$ cat src/rtl/mem_stage_ctrl.sv
// mem_stage_ctrl: RV32I memory-stage controller.
// Turns EX/MEM load/store control into a registered, held-until-response
// data-cache request. Stalls the pipeline while the request is outstanding.
// Produces the aligned, sign/zero-extended load result for MEM/WB.
module mem_stage_ctrl (
  input  logic        clk,
  input  logic        rst,
  input  logic        req_valid,
  input  logic        mem_read,
  input  logic        mem_write,
  input  logic [2:0]  funct3,
  input  logic [31:0] addr,
  input  logic [31:0] store_data,
  input  logic [31:0] dmem_rdata,
  input  logic        dmem_resp,
  output logic        dmem_read,
  output logic        dmem_write,
  output logic [31:0] dmem_address,
  output logic [3:0]  dmem_mbe,
  output logic [31:0] dmem_wdata,
  output logic [31:0] mem_data_out,
  output logic        stall,
  output logic        access_err
);

  typedef enum logic [1:0] {IDLE, ACCESS, DONE} state_e;

  state_e      state_q, state_d;
  logic        dmem_read_q, dmem_read_d;
  logic        dmem_write_q, dmem_write_d;
  logic [31:0] dmem_address_q, dmem_address_d;
  logic [3:0]  dmem_mbe_q, dmem_mbe_d;
  logic [31:0] dmem_wdata_q, dmem_wdata_d;
  logic [31:0] mem_data_out_q, mem_data_out_d;
  logic [2:0]  funct3_q, funct3_d;
  logic [1:0]  off_q, off_d;

  logic [1:0]  off;
  logic        is_mem_op;
  logic        aligned;
  logic        f3_legal;
  logic        legal;
  logic [3:0]  req_mbe;
  logic [31:0] req_wdata;
  logic [31:0] load_shifted;
  logic [31:0] load_result;

  assign off       = addr[1:0];
  assign is_mem_op = mem_read | mem_write;

  // Legality of the incoming access: size alignment plus funct3 encodings (mem_read wins over mem_write)
  always_comb begin
    aligned  = 1'b1;
    f3_legal = 1'b0;
    case (funct3[1:0])
      2'b01:   aligned = ~off[0];
      2'b10:   aligned = (off == 2'b00);
      default: aligned = 1'b1;
    endcase
    if (mem_read) begin
      f3_legal = (funct3 != 3'b011) && (funct3 != 3'b110) && (funct3 != 3'b111);
    end else begin
      f3_legal = (funct3[2] == 1'b0) && (funct3[1:0] != 2'b11);
    end
    legal = f3_legal & aligned;
  end

  // Byte enables and lane-shifted write data for the request being accepted
  always_comb begin
    req_mbe   = 4'b1111;
    req_wdata = 32'h0;
    if (!mem_read) begin
      case (funct3[1:0])
        2'b00: begin
          req_mbe   = 4'b0001 << off;
          req_wdata = store_data << {off, 3'b000};
        end
        2'b01: begin
          req_mbe   = 4'b0011 << off;
          req_wdata = store_data << {off, 3'b000};
        end
        default: begin
          req_mbe   = 4'b1111;
          req_wdata = store_data;
        end
      endcase
    end
  end

  // Align the returned word using the latched offset, then extend by the latched access type
  always_comb begin
    load_shifted = dmem_rdata >> {off_q, 3'b000};
    case (funct3_q)
      3'b000:  load_result = {{24{load_shifted[7]}}, load_shifted[7:0]};
      3'b100:  load_result = {24'h0, load_shifted[7:0]};
      3'b001:  load_result = {{16{load_shifted[15]}}, load_shifted[15:0]};
      3'b101:  load_result = {16'h0, load_shifted[15:0]};
      default: load_result = load_shifted;
    endcase
  end

  // Next-state and output logic: accept in IDLE, hold in ACCESS until resp, release in DONE
  always_comb begin
    state_d        = state_q;
    dmem_read_d    = dmem_read_q;
    dmem_write_d   = dmem_write_q;
    dmem_address_d = dmem_address_q;
    dmem_mbe_d     = dmem_mbe_q;
    dmem_wdata_d   = dmem_wdata_q;
    mem_data_out_d = mem_data_out_q;
    funct3_d       = funct3_q;
    off_d          = off_q;
    stall          = 1'b0;
    access_err     = 1'b0;
    case (state_q)
      IDLE: begin
        if (req_valid && is_mem_op) begin
          if (legal) begin
            funct3_d       = funct3;
            off_d          = off;
            dmem_address_d = {addr[31:2], 2'b00};
            dmem_mbe_d     = req_mbe;
            dmem_wdata_d   = req_wdata;
            dmem_read_d    = mem_read;
            dmem_write_d   = mem_write & ~mem_read;
            state_d        = ACCESS;
            stall          = 1'b1;
          end else begin
            access_err = 1'b1;
          end
        end
      end
      ACCESS: begin
        stall = 1'b1;
        if (dmem_resp) begin
          if (dmem_read_q) begin
            mem_data_out_d = load_result;
          end
          dmem_read_d  = 1'b0;
          dmem_write_d = 1'b0;
          state_d      = DONE;
        end
      end
      DONE: begin
        state_d = IDLE;
      end
      default: begin
        state_d = IDLE;
      end
    endcase
  end

  // State and request registers with synchronous reset
  always_ff @(posedge clk) begin
    if (rst) begin
      state_q        <= IDLE;
      dmem_read_q    <= 1'b0;
      dmem_write_q   <= 1'b0;
      dmem_address_q <= 32'h0;
      dmem_mbe_q     <= 4'h0;
      dmem_wdata_q   <= 32'h0;
      mem_data_out_q <= 32'h0;
      funct3_q       <= 3'b000;
      off_q          <= 2'b00;
    end else begin
      state_q        <= state_d;
      dmem_read_q    <= dmem_read_d;
      dmem_write_q   <= dmem_write_d;
      dmem_address_q <= dmem_address_d;
      dmem_mbe_q     <= dmem_mbe_d;
      dmem_wdata_q   <= dmem_wdata_d;
      mem_data_out_q <= mem_data_out_d;
      funct3_q       <= funct3_d;
      off_q          <= off_d;
    end
  end

  assign dmem_read    = dmem_read_q;
  assign dmem_write   = dmem_write_q;
  assign dmem_address = dmem_address_q;
  assign dmem_mbe     = dmem_mbe_q;
  assign dmem_wdata   = dmem_wdata_q;
  assign mem_data_out = mem_data_out_q;

endmodule

$ cat config.mk
export PLATFORM = sky130hd
export DESIGN_NAME = mem_stage_ctrl
export DESIGN_NICKNAME = d
export VERILOG_FILES = /design/src/rtl/mem_stage_ctrl.sv
export SDC_FILE = /design/constraint.sdc
export NUM_CORES = 1
export LEC_CHECK = 0
export BUFFER_PORTS_ARGS = -buffer_cell sky130_fd_sc_hd__buf_2
export CORE_MARGIN = 2
export CORE_UTILIZATION = 35
export CTS_CLUSTER_DIAMETER = 30
export DETAILED_ROUTE_END_ITERATION = 6
export GPL_ROUTABILITY_DRIVEN = 1
export SYNTH_ARGS = -nofsm -noshare
export SYNTH_HDL_FRONTEND = slang
export SYNTH_SLANG_ARGS = --single-unit
$ cat constraint.sdc
create_clock -name clk -period 1.6 [get_ports clk]
set_input_delay 0.24 -clock clk [delete_from_list [all_inputs] [get_ports clk]]
set_output_delay 0.24 -clock clk [all_outputs]
set_load 0.02 [all_outputs]
==> metrics.md <==
| Metric | Value |
|---|---|
| CP required | `1.36 ns` |
| Port Buffer Count | `206` |
| Least-Margin Pin Slew | `0.8270 ns` |
| Post-DP HPWL | `13,250 µm` |
| Avg Cell Area, Syn | `8.434 µm²` |
| Max cap viols | `0` |
| CTS Root Buffer Type | `clkbuf_16` |
| Average wire per standard cell | `16.25 µm` |
| Layout cell share with drive strength beyond 1 | `39.29%` |
| Global-route wire length before repair | `27,830 µm` |
| Worst-skew pair later-pin latency | `0.36 ns` |
| Drt pass-1 iters | `5` |
| Ys flop type | `dfxtp_1` |
| Final WL | `18,110 µm` |
| Slew Viols, Final | `0` |
| Clock sink count | `107` |
| Die width | `130.9 µm` |
| PwrDens | `825.8 nW/µm²` |
| DR DRC count | `0` |
| Post-synth EDFFs | `0` |
| CTS hold repair buffers | `0` |
| Leakage Power | `3.432 nW` |
| CTS H-tree lvls | `3` |
| Async S/R FF share, synth | `0%` |
| Final Worst Setup Slack | `-0.03451 ns` |
| Top-Level Pins | `209` |
| CP startpoint kind | `input pin` |
| Tmin final | `1.635 ns` |
| Crit Path Category | `input pin to output port` |
| Util after Layout | `49.05%` |
| Min-Delay Path Class | `input pin to flip-flop` |
| Status | `finished, violations left` |
| Fmax | `0.6118 GHz` |
| Slew headroom | `44.87%` |
| Die area | `17,130 µm²` |
| Detail Route Antenna Nets | `0` |
| Largest net degree at the start of global routing | `68` |
| Clk_skew | `0.007552 ns` |
| CTS Buf Count | `9` |
| Critical Path AT | `1.39 ns` |
| WHS Path Cells | `3` |
| Hold Fails Final Rpt | `0` |
| Maximum fanout along the worst path | `4` |
| Mapped Area | `5634 µm²` |
| Synth Register Bits | `107` |
| Max Root-Sink Buffers | `2` |
| Maximum VDD drop | `0.4794 mV` |
| Vias post-DR | `5,699` |
| Cell row count | `46` |
| Core Region | `15,830 µm²` |
| Worst-path clk slew | `0.07 ns` |
| Global Route Usage Sum | `20.72%` |
| Yosys warnings | `0` |
| Die Y | `130.9 µm` |
| Final period utilization | `102.2%` |
| Dpl ws | `-0.2832 ns` |
| Post-synthesis sequential area ratio | `38.02%` |
| RSZ-0062 raised after global routing | `true` |
| FF-to-FF path depth | `5` |
| Nets | `1,002` |
| Number of DRC markers in iteration 0 | `398` |
| Worst Setup End Kind | `output port` |
| Library cells used by synthesis | `60` |
| Setup Viol. Count Final | `1` |
| Initial antenna violation count | `2` |
| Routability cong. | `0.8999` |
| Initial core utilization | `35.60%` |
| TritonCTS clock tree | `done` |
| Violated checks | `setup timing` |
| Syn Inst Count | `668` |
| Area Growth Syn to Fin | `37.80%` |
| GRT overflow | `0` |
| Final Power | `6.411 mW` |
| Number of global-route vias before repair | `5,316` |
| Vias/cell | `5.116` |
## metrics by stage
step | cell area [µm²] | cells | hold WS [ns] | setup TNS, ns
floorplan | 5658 | 669 | 0.3812 | 0
global placement | 7191 | 1088 | 0.4408 | -14.77
detailed placement | 7191 | 1088 | 0.4429 | -16.31
CTS | 7609 | 1110 | 0.1075 | -0.05262
global route | 7759 | 1112 | 0.1129 | -0.4678
finish | 7764 | 1114 | 0.1200 | -0.03451
## area by class of cell
type                            instances  area (µm²)
Fill cell                            1577        8064
Tap cell                              216       270.3
Multi-Input combinational cell        480        3218
Antenna cell                            2       5.005
Clock buffer                           10       239.0
Timing Repair Buffer                  276        1745
Clock inverter                          6       71.32
Inverter                               17       66.31
Sequential cell                       107        2148
## Yosys cell counts (all sizes together), types with 7 or more instances
cell,number,area [µm²]
buf,34,210.2
a31oi,9,56.30
nand2,68,262.8
o2bb2ai,7,61.31
a221oi,8,70.07
mux2,10,112.6
a21oi,66,334.1
a2bb2oi,8,70.07
a211oi,16,170.2
a21boi,8,60.06
clkbuf,31,116.4
mux2i,47,470.5
nor2,40,155.1
o21ai,59,295.3
o211ai,23,172.7
nand3,37,185.2
nand2b,10,62.56
dfxtp,107,2142
inv,17,63.81
and4b,8,80.08
nand4,8,50.05
## flip-flops by register name, summed over array words and instances (netlist names)
register	flops
off_q	2
dmem_read	1
mem_data_out	32
dmem_write	1
dmem_wdata	32
dmem_address	30
funct3_q	3
dmem_mbe	4
state_q	2
## metal layers
| metal | part of all wire (%) | track usage [%] |
|---|---|---|
| met1 | 46 | 28.24 |
| met3 | 6.4 | 3.787 |
| met4 | 2.0 | 7.947 |
| met5 | 0.072 | 0 |
| met2 | 46 | 32.69 |
## logic make-up after synthesis
group | Yosys count | share of synthesized area, %
flops | 107 | 38.02
simple gates | 192 | 16.68
buf+inv | 82 | 6.929
compound gates | 222 | 26.23
other cells | 1 | 0.06656
mux | 58 | 10.75
fa+ha+maj | 6 | 1.332
## cells in the final DEF, fill, tap and decap left out, types with 3 or more instances in the layout
master,instances
buf_12,8
nand3_1,34
nor3_1,3
and4b_1,8
ha_1,3
a221oi_1,7
a211oi_2,11
a2bb2oi_1,8
a311oi_1,3
nand4_1,8
a31oi_1,8
mux2i_1,47
buf_8,4
inv_1,13
a21boi_0,8
buf_2,203
inv_2,3
clkbuf_16,10
nor2b_1,4
buf_6,9
nor2_1,35
nor2_2,5
a211oi_1,5
nand3_2,3
a21oi_2,4
nand2_1,67
mux2_2,9
o21a_1,3
o21ai_0,34
dfxtp_1,104
nand2b_1,10
o21ai_1,25
buf_4,51
o211ai_1,23
a21oi_1,62
o2bb2ai_1,7
## what timing repair did
action / 4_1_cts / 5_1_grt
cloned: 0 / 1
endpoints found under the setup margin: 18 / 78
setup buffers: 6 / 2
hold endpoints to repair: 0 / 0
pin swaps: 6 / 7
gates resized for setup: 22 / 28
## power breakdown
group / switching [mW] / internal, mW / total [mW]
combinational: 0.737 / 0.555 / 1.29
sequential: 0.0380 / 2.73 / 2.77
clock: 1.08 / 1.27 / 2.35
total: 1.85 / 4.56 / 6.41
## path summary, 6_finish.rpt
check | start | to | slack, ns
worst max-delay path | funct3[0] | stall | -0.03
worst min-delay path | addr[12] | dmem_address[12] | 0.12
worst max register to register | state_q[1] | dmem_mbe[2] | 0.07
worst min register to register | dmem_wdata[5] | dmem_wdata[5] | 0.45
## critical path, cell delays in order
cell and delay [ns]:
buf_8 0.11, inv_4 0.05, buf_6 0.09, ha_4 0.11, and2b_2 0.21, o21a_1 0.20, a31oi_2 0.20, nor2_2 0.05
buf_6 0.13
No activity file was read; power rests on OpenSTA's default activity.
